--- config.mk ---
export PLATFORM = sky130hd
export DESIGN_NAME = fpu_seq
export DESIGN_NICKNAME = d
export VERILOG_FILES = /design/src/rtl/fpu_pkg.sv /design/src/rtl/fpu_wait_timer.sv /design/src/rtl/fpu_seq.sv
export SDC_FILE = /design/constraint.sdc
export NUM_CORES = 1
export LEC_CHECK = 0
export BUFFER_PORTS_ARGS = -buffer_cell sky130_fd_sc_hd__buf_2
export CAP_MARGIN = 20
export CORE_ASPECT_RATIO = 1.2
export CORE_UTILIZATION = 28
export DETAILED_ROUTE_END_ITERATION = 8
export PLACE_DENSITY = 0.56
export SLEW_MARGIN = 40
export SYNTH_ARGS = -nofsm -noshare
export SYNTH_HDL_FRONTEND = slang
export SYNTH_HIERARCHICAL = 1
export SYNTH_SLANG_ARGS = --single-unit
export TNS_END_PERCENT = 100
--- constraint.sdc ---
create_clock -name clk -period 3.56 [get_ports clk]
set_input_delay 0.356 -clock clk [delete_from_list [all_inputs] [get_ports clk]]
set_output_delay 0.356 -clock clk [all_outputs]
set_load 0.05 [all_outputs]
--- src/rtl/fpu_pkg.sv ---
`default_nettype none
// ============================================================================
//  Module   : fpu_pkg
//  Purpose  : Shared encodings for the FPU instruction sequencer: FSM state
//             codes, FP operation codes and operand-latch one-hot selects.
//  Revision : 1.0  initial release
// ============================================================================
package fpu_pkg;

  // Sequencer states, 4-bit binary
  typedef enum logic [3:0] {
    S_IDLE  = 4'd0,
    S_RA_LO = 4'd1,
    S_RA_HI = 4'd2,
    S_RB_LO = 4'd3,
    S_RB_HI = 4'd4,
    S_ISSUE = 4'd5,
    S_WAIT  = 4'd6,
    S_WB_LO = 4'd7,
    S_WB_HI = 4'd8,
    S_FIN   = 4'd9
  } state_t;

  // FP operation codes carried on op / fpu_op
  localparam logic FOP_ADD = 1'b0;
  localparam logic FOP_MUL = 1'b1;

  // Operand latch enables, bit order {b_hi, b_lo, a_hi, a_lo}
  localparam logic [3:0] LD_NONE = 4'b0000;
  localparam logic [3:0] LD_A_LO = 4'b0001;
  localparam logic [3:0] LD_A_HI = 4'b0010;
  localparam logic [3:0] LD_B_LO = 4'b0100;
  localparam logic [3:0] LD_B_HI = 4'b1000;

endpackage
`default_nettype wire

--- src/rtl/fpu_wait_timer.sv ---
`default_nettype none
// ============================================================================
//  Module   : fpu_wait_timer
//  Purpose  : Wait-cycle counter for the FPU completion wait. Synchronous
//             clear, count enable, and a terminal flag at TIMEOUT-1.
//  Revision : 1.0  initial release
// ============================================================================
module fpu_wait_timer #(
  parameter int TIMEOUT = 64,
  parameter int CNT_W   = 7
) (
  input  logic clk,
  input  logic reset,     // asynchronous, active-low
  input  logic clr_i,
  input  logic en_i,
  output logic term_o
);

  localparam logic [CNT_W-1:0] C_LAST = CNT_W'(TIMEOUT - 1);
  localparam logic [CNT_W-1:0] C_ONE  = CNT_W'(1);

  logic [CNT_W-1:0] cnt_q;

  // Counter register: clear has priority over increment
  always_ff @(posedge clk or negedge reset) begin
    if (!reset) begin
      cnt_q <= '0;
    end else if (clr_i) begin
      cnt_q <= '0;
    end else if (en_i) begin
      cnt_q <= cnt_q + C_ONE;
    end
  end

  assign term_o = (cnt_q == C_LAST);

endmodule
`default_nettype wire

--- src/rtl/fpu_seq.sv ---
`default_nettype none
// ============================================================================
//  Module   : fpu_seq
//  Purpose  : Multicycle sequencer for one FP add/mul instruction. Reads the
//             operands (register pairs for double), issues to the FPU core,
//             waits for completion with a timeout and writes the result back.
//             All outputs are decoded from registered state only.
//  Revision : 1.0  initial release
// ============================================================================
module fpu_seq
  import fpu_pkg::*;
#(
  parameter int TIMEOUT = 64,
  parameter int CNT_W   = 7
) (
  input  logic       clk,
  input  logic       reset,      // asynchronous, active-low
  input  logic       start,
  input  logic       op,
  input  logic       dbl,
  output logic       rd_hi,
  output logic [3:0] ld_en,
  output logic       fpu_start,
  output logic       fpu_op,
  output logic       fpu_dbl,
  input  logic       fpu_done,
  output logic       fpu_write,
  output logic       wr_hi,
  output logic       busy,
  output logic       done,
  output logic       err
);

  state_t state_q, state_d;
  logic   op_q, op_d;
  logic   dbl_q, dbl_d;
  logic   err_q, err_d;
  logic   tmr_clr, tmr_en, tmr_term;

  fpu_wait_timer #(
    .TIMEOUT (TIMEOUT),
    .CNT_W   (CNT_W)
  ) u_timer (
    .clk    (clk),
    .reset  (reset),
    .clr_i  (tmr_clr),
    .en_i   (tmr_en),
    .term_o (tmr_term)
  );

  // State and captured-instruction registers
  always_ff @(posedge clk or negedge reset) begin
    if (!reset) begin
      state_q <= S_IDLE;
      op_q    <= 1'b0;
      dbl_q   <= 1'b0;
      err_q   <= 1'b0;
    end else begin
      state_q <= state_d;
      op_q    <= op_d;
      dbl_q   <= dbl_d;
      err_q   <= err_d;
    end
  end

  // Next-state logic; fpu_done is only looked at in WAIT, start only in IDLE
  always_comb begin
    state_d = state_q;
    op_d    = op_q;
    dbl_d   = dbl_q;
    err_d   = err_q;
    tmr_clr = 1'b0;
    tmr_en  = 1'b0;
    case (state_q)
      S_IDLE: begin
        if (start) begin
          op_d    = op;
          dbl_d   = dbl;
          err_d   = 1'b0;
          state_d = S_RA_LO;
        end
      end
      S_RA_LO: state_d = dbl_q ? S_RA_HI : S_RB_LO;
      S_RA_HI: state_d = S_RB_LO;
      S_RB_LO: state_d = dbl_q ? S_RB_HI : S_ISSUE;
      S_RB_HI: state_d = S_ISSUE;
      S_ISSUE: begin
        tmr_clr = 1'b1;
        state_d = S_WAIT;
      end
      S_WAIT: begin
        // Completion beats a simultaneous timeout
        if (fpu_done) begin
          state_d = S_WB_LO;
        end else if (tmr_term) begin
          err_d   = 1'b1;
          state_d = S_FIN;
        end else begin
          tmr_en  = 1'b1;
        end
      end
      S_WB_LO: state_d = dbl_q ? S_WB_HI : S_FIN;
      S_WB_HI: state_d = S_FIN;
      S_FIN:   state_d = S_IDLE;
      default: state_d = S_IDLE;
    endcase
  end

  // Moore output decode from the registered state
  always_comb begin
    ld_en     = LD_NONE;
    rd_hi     = 1'b0;
    fpu_start = 1'b0;
    fpu_write = 1'b0;
    wr_hi     = 1'b0;
    done      = 1'b0;
    busy      = (state_q != S_IDLE);
    case (state_q)
      S_RA_LO: ld_en = LD_A_LO;
      S_RA_HI: begin
        ld_en = LD_A_HI;
        rd_hi = 1'b1;
      end
      S_RB_LO: ld_en = LD_B_LO;
      S_RB_HI: begin
        ld_en = LD_B_HI;
        rd_hi = 1'b1;
      end
      S_ISSUE: fpu_start = 1'b1;
      S_WB_LO: fpu_write = 1'b1;
      S_WB_HI: begin
        fpu_write = 1'b1;
        wr_hi     = 1'b1;
      end
      S_FIN:   done = 1'b1;
      default: ;
    endcase
  end

  // Captured op/dbl are presented only while an instruction is in flight
  assign fpu_op  = op_q  & busy;
  assign fpu_dbl = dbl_q & busy;
  assign err     = err_q;

endmodule
`default_nettype wire

# Word-level counts from Yosys, hierarchy flattened

Index checks and enable logic that the tools add are counted.

Register bits after elaboration: 14
Word-level logic and storage cells: 53
Bits of input ports: 6
RAM bits: 0
ROM bits: 0
Memories kept: 0
Bits in latches: 0

Equal/unequal tests: 14
Reduce and logical (&&, ||, !) cells: 9
Divide/modulo/power cells: 0
Muxes and demuxes: 22
$mul: 0
Shifts and indexed selects: 0
Magnitude comparators: 0
Add/subtract/negate cells: 1
Bitwise logic cells: 2

Operators with widths:

| operator                                            | count |
|---|---|
| case mux 4 bit (9 select lines)                     | 1 |
| equality test 4 x 3 -> 1 bit, second input constant | 4 |
| case mux 4 bit (4 select lines)                     | 1 |
| two-way mux 1 bit                                   | 14 |
| two-way mux 7 bit                                   | 2 |
| two-way mux 4 bit                                   | 3 |
| equality test 4 x 2 -> 1 bit, second input constant | 2 |
| equality test 4 bit, second input constant          | 2 |
| adder 7 x 1 -> 7 bit, second input constant         | 1 |
| equality test 7 x 6 -> 1 bit, second input constant | 1 |
| != test 2 bit, second input constant                | 3 |
| equality test 4 x 1 -> 1 bit, second input constant | 1 |
| logical NOT 4 bit                                   | 1 |
| AND reduction 2 bit                                 | 2 |
| AND reduction 4 bit                                 | 1 |
| nonzero test 2 bit                                  | 2 |
| nonzero test 4 bit                                  | 1 |
| OR reduction 2 bit                                  | 2 |
| != test 3 bit, second input constant                | 1 |
| bitwise AND 1 bit                                   | 2 |
| case mux 1 bit (2 select lines)                     | 1 |

# Longest topological paths before layout

Depth in word-level cells: 6
Gate-level depth with buffers: 6
Depth with buffers taken out: 6

# Cells and area by module

The synthesis kept the hierarchy.

By module, submodules not included:

| module         | cells an instance | instances | area an instance (um^2) |
|---|---|---|---|
| fpu_seq        | 49                | 1         | 501.7 |
| fpu_wait_timer | 30                | 1         | 324.1 |

# Worst setup path after synthesis

Ideal clock, no wire load.

Path kind: flip-flop to output port
Start: register state_q[2]
End: output fpu_write
Required time: 3204 ps
Path slack: 314 ps
Stages on the path, launching flop included: 4
Arrival time: 2890 ps
Path buffers: 1
Path through: dfrtp_1 -> buf_2 -> nor4b_1 -> o21bai_1

Word-level cells in the longest chain between the ends: 3

RTL lines:

| element                                                             | RTL line       | text |
|---|---|---|
| start, declared                                                     | fpu_seq.sv:34  | `state_t state_q, state_d;` |
| start signal, assigned                                              | fpu_seq.sv:59  | `state_q <= state_d;` |
| equality test 4 bit or equality test 4 x 3 -> 1 bit (tied branches) | fpu_seq.sv:118 | `case (state_q)` |
| OR reduction 2 bit (no source line) *                               | -              |  |
| two-way mux 1 bit *                                                 | fpu_seq.sv:118 |  |
| end, declared                                                       | fpu_seq.sv:27  | `output logic fpu_write,` |

Mark *: on every way between the ends. The rest lies on a longest branch, timed or not.

# Worst setup path in the final report

Start: register state_q[3]
End: output fpu_start

Word-level cells in the longest chain between the ends: 2

RTL lines:

| element                      | RTL line       | text |
|---|---|---|
| equality test 4 x 3 -> 1 bit | fpu_seq.sv:118 |  |
| two-way mux 1 bit            | fpu_seq.sv:118 |  |
| end, declared                | fpu_seq.sv:23  | `output logic fpu_start,` |

Every way passes these cells.

==> results.txt <==
The routed via count came out at 653. The startpoint of the lowest-slack register-to-register path is state_q[1]. The per-instance average area after synthesis is 10.45 µm². The number of nets produced by synthesis came out at 86. TritonCTS built the clock tree.

The cell count after synthesis is 79. The post-route cell area is 973.4 µm². The post-detailed-route DRC marker count is 0. In the final layout, the share of cells above drive strength 1 is 31.63%.

The number of global-route vias before repair was 589. The average routed wire per standard cell is 11.83 µm. The largest individual stage delay along the critical path comes from the cell sky130_fd_sc_hd__dfrtp_1. The number of DRC violations after detailed-routing iteration 0 came out at 12. The remaining antenna violation count after routing is 0.

The highest cell delay on the worst timing path came out at 0.60 ns. The growth of design area from synthesis to finish came out at 17.88%. The largest buffer count on any clock path came out at 2. The Yosys warning count is 6. The total clock sinks came out at 14. The clock latency at the later pin of the worst-skew pair came out at 0.28 ns. The placed standard-cell area came out at 927.1 µm². The reported leakage power is 0.4185 nW.

The total half-perimeter wirelength after legalization and detailed placement came out at 1193 µm. The slew at the pin closest to its max-slew limit is 0.7967 ns. The post-layout utilization of the core is 34.95%. The number of detailed-routing iterations run before antenna repair is 4. The number of different library cells used by synthesis comes to 33. The highest clock rate came out at 426.0 MHz. The total routing usage reported by global routing came out at 11.52%. The worst setup path is launched from a flop. The largest area contributor in the netlist is sky130_fd_sc_hd__dfrtp_1. In this run, CTS created clock tree buffers numbering 3.

The total power came out at 0.9084 mW. In this run the number of H-tree levels came out at 1. The number of rows in the core area came out at 21. After synthesis, the largest area contributor takes up 42.42% of total cell area. The relative max-transition margin is 46.45%. The clock root buffer is sky130_fd_sc_hd__clkbuf_4. The ratio of routed vias to standard cells is 4.947.

The shortest period the worst path allows came out at 2.347 ns. The number of antenna diodes in the final layout is 0. Sorting the synthesized cells by area gives the leading types as sky130_fd_sc_hd__dfrtp_1 (42%), sky130_fd_sc_hd__nor3_1 (4.2%), sky130_fd_sc_hd__a2111oi_4 (3.3%). The clock skew is 0.009361 ns. The tightest min-delay check is of the primary input to flop type.

The initial utilization of the core area, before any placement, comes to 29.65%. For this run, the post-layout net count is 106. The sequential-to-total area share from yosys stat is 42.42%.

In the synthesized netlist the async set-or-reset flop fraction comes to 100.0%. The largest net degree at the start of global routing is 17. The number of buffers and inverters on the critical path is 1. The worst hold path begins at op.

Among all flip-flop cells after synthesis, the most frequent one is sky130_fd_sc_hd__dfrtp_1. The die covers 3171 µm². Setup total negative slack on the finished layout was measured at 0 ns. The placer's final routability congestion estimate is 0.7790.

The cell class contributing the biggest share of worst-path delay is simple AND/OR/NAND/NOR gates. The total count of max-transition violations in the final report is 0. STA classifies the critical path endpoint as a primary output. The die height came out at 61.49 µm. The global-route wire length before repair came out at 2670 µm. The number of stages on the worst hold path is 2. The total wirelength of the detailed-routed design came out at 1562 µm. The number of maximum-capacitance violations came out at 0.

The total of flip-flops plus latches after synthesis is 14. The path with the worst hold slack has its endpoint at op_q. Setup repair after global routing left no endpoint under its margin. Data on the critical path is required at its endpoint by 3.20 ns. Summing every instance area after synthesis gives 825.8 µm². The run finished with clean final reports. The portion of the clock cycle consumed by the worst path in the final layout is 65.93%.

The largest fanout on the critical path is 16. Walking the worst path, the cells encountered are nand2b_1 -> nor2_1 -> buf_2. The cell area power density came out at 933.2 nW/µm². The data arrival time at the worst-slack endpoint came out at 1.99 ns.

VDD sags by at most 0.4172 mV. In this run the count of I/O pins placed on the die edge is 19. In this run, synthesis inferred 0 flip-flops with an integrated enable. The worst register-to-register path ends at u_timer/cnt_q[5]. The remaining global-route overflow is 0. The die is 51.58 µm wide. The worst setup path is of the flop to primary output kind. After clock tree synthesis, the clock-pin slew on the worst setup and hold paths is 0.09 ns. The reg2reg setup slack came out at 1.24 ns.

The initial antenna violation count is 0. The worst-case reg-to-reg path depth is 5. The count of input and output buffers came out at 18. The core area is 2785 µm². The setup-violating endpoint count in the final report came out at 0. The number of buffers inserted to repair setup after CTS came out at 0.

The number of endpoints with negative hold slack in the final report is 0.
-- layout make-up --
cell class	count	area (µm²)
timing repair buffer	19	100.1
tap	34	42.54
inverter	2	7.507
fill	308	1812
multi-input combinational	59	436.7
clock buffer	4	36.28
sequential	14	350.3
-- synth_stat cells, types with 2 or more instances --
cell type / number
sky130_fd_sc_hd__nand4_1: 2
sky130_fd_sc_hd__nor3b_1: 2
sky130_fd_sc_hd__nor2_1: 6
sky130_fd_sc_hd__dfrtp_1: 14
sky130_fd_sc_hd__buf_6: 2
sky130_fd_sc_hd__nor3_1: 7
sky130_fd_sc_hd__nand2b_1: 4
sky130_fd_sc_hd__a21oi_1: 4
sky130_fd_sc_hd__xor2_1: 3
sky130_fd_sc_hd__o21ai_0: 2
sky130_fd_sc_hd__and2_1: 2
sky130_fd_sc_hd__nand2_1: 4
sky130_fd_sc_hd__mux2_2: 2
sky130_fd_sc_hd__or3_1: 3
sky130_fd_sc_hd__o21bai_1: 3
sky130_fd_sc_hd__xnor2_1: 2
-- through the flow --
step / instances / setup slack (ns) / hold WS (ns)
after CTS: 132 / 1.174 / 0.2903
after detailed placement: 127 / 1.263 / 0.2729
after global routing: 132 / 1.013 / 0.2868
final: 132 / 1.213 / 0.3030
after floorplan: 79 / 0.3142 / 0.06041
after global placement: 127 / 1.352 / 0.2734
-- sequential cells by signal (all words and copies together) (netlist names) --
signal and count:
dbl_q 1, u_timer/cnt_q 7, op_q 1, state_q 4, err 1
-- worst max-delay path by stage --
stage | cells after the start | endpoint | from | slack (ns)
2_1_floorplan | 3 | fpu_write | state_q[2] | 0.31
3_3_place_gp | 6 | u_timer/cnt_q[5] | u_timer/cnt_q[0] | 1.35
3_5_place_dp | 5 | u_timer/cnt_q[5] | state_q[1] | 1.26
4_1_cts | 3 | fpu_start | state_q[3] | 1.17
5_1_grt | 5 | u_timer/cnt_q[6] | state_q[1] | 1.01
6_report | 3 | fpu_start | state_q[3] | 1.21
-- power breakdown --
part           internal (mW)  switching [mW]  total [mW]
logic                  0.155           0.343       0.497
clock network         0.0622          0.0514       0.114
registers              0.204          0.0929       0.297
-- routing by layer --
metal	global-route usage [%]	vias to the layer above	share of wire, %
met3	4.444	0	6.1
met1	14.16	309	44
met5	0	-	0
met4	2.317	0	0
met2	19.29	18	49
li1	-	326	-
-- worst reg2reg max path, cell delays in order, from the launching register on --
cell and delay [ns]:
sky130_fd_sc_hd__dfrtp_1 0.58, sky130_fd_sc_hd__nand2b_1 0.23, sky130_fd_sc_hd__nor4_2 0.71, sky130_fd_sc_hd__nand4_2 0.21, sky130_fd_sc_hd__or3_1 0.34, sky130_fd_sc_hd__a21oi_1 0.16
-- logic make-up (layout without fill, tap and decap cells) --
logic type	Yosys count	after routing	synth area share (%)
adders and majority gates	1	1	1.515
DFF	14	14	42.42
buffers and inverters	6	25	4.695
muxes	3	3	3.939
xor gates and xnor gates	5	5	5.304
and+or+nand+nor	35	35	26.36
AOI/OAI and AO/OA	15	15	15.76
-- layout by cell type (no fill, tap or decap), types with 2 or more instances in the layout --
cell,instances
sky130_fd_sc_hd__nor3_1,7
sky130_fd_sc_hd__nand2_1,4
sky130_fd_sc_hd__xor2_1,3
sky130_fd_sc_hd__o21bai_1,3
sky130_fd_sc_hd__a21oi_1,4
sky130_fd_sc_hd__xnor2_1,2
sky130_fd_sc_hd__buf_2,18
sky130_fd_sc_hd__o21ai_0,2
sky130_fd_sc_hd__nor2_1,6
sky130_fd_sc_hd__and2_1,2
sky130_fd_sc_hd__clkbuf_4,3
sky130_fd_sc_hd__dfrtp_1,14
sky130_fd_sc_hd__nand4_1,2
sky130_fd_sc_hd__nand2b_1,4
sky130_fd_sc_hd__nor3b_1,2
sky130_fd_sc_hd__or3_1,3
sky130_fd_sc_hd__mux2_2,2
-- what timing repair did --
| item | CTS | global route |
|---|---|---|
| hold buffers | 1 | 0 |
| endpoints found under the hold margin | 14 | 0 |
| resized for setup | 0 | 0 |
| setup endpoints to repair | 0 | 0 |
Note: power is estimated with default switching activity, not from simulation.
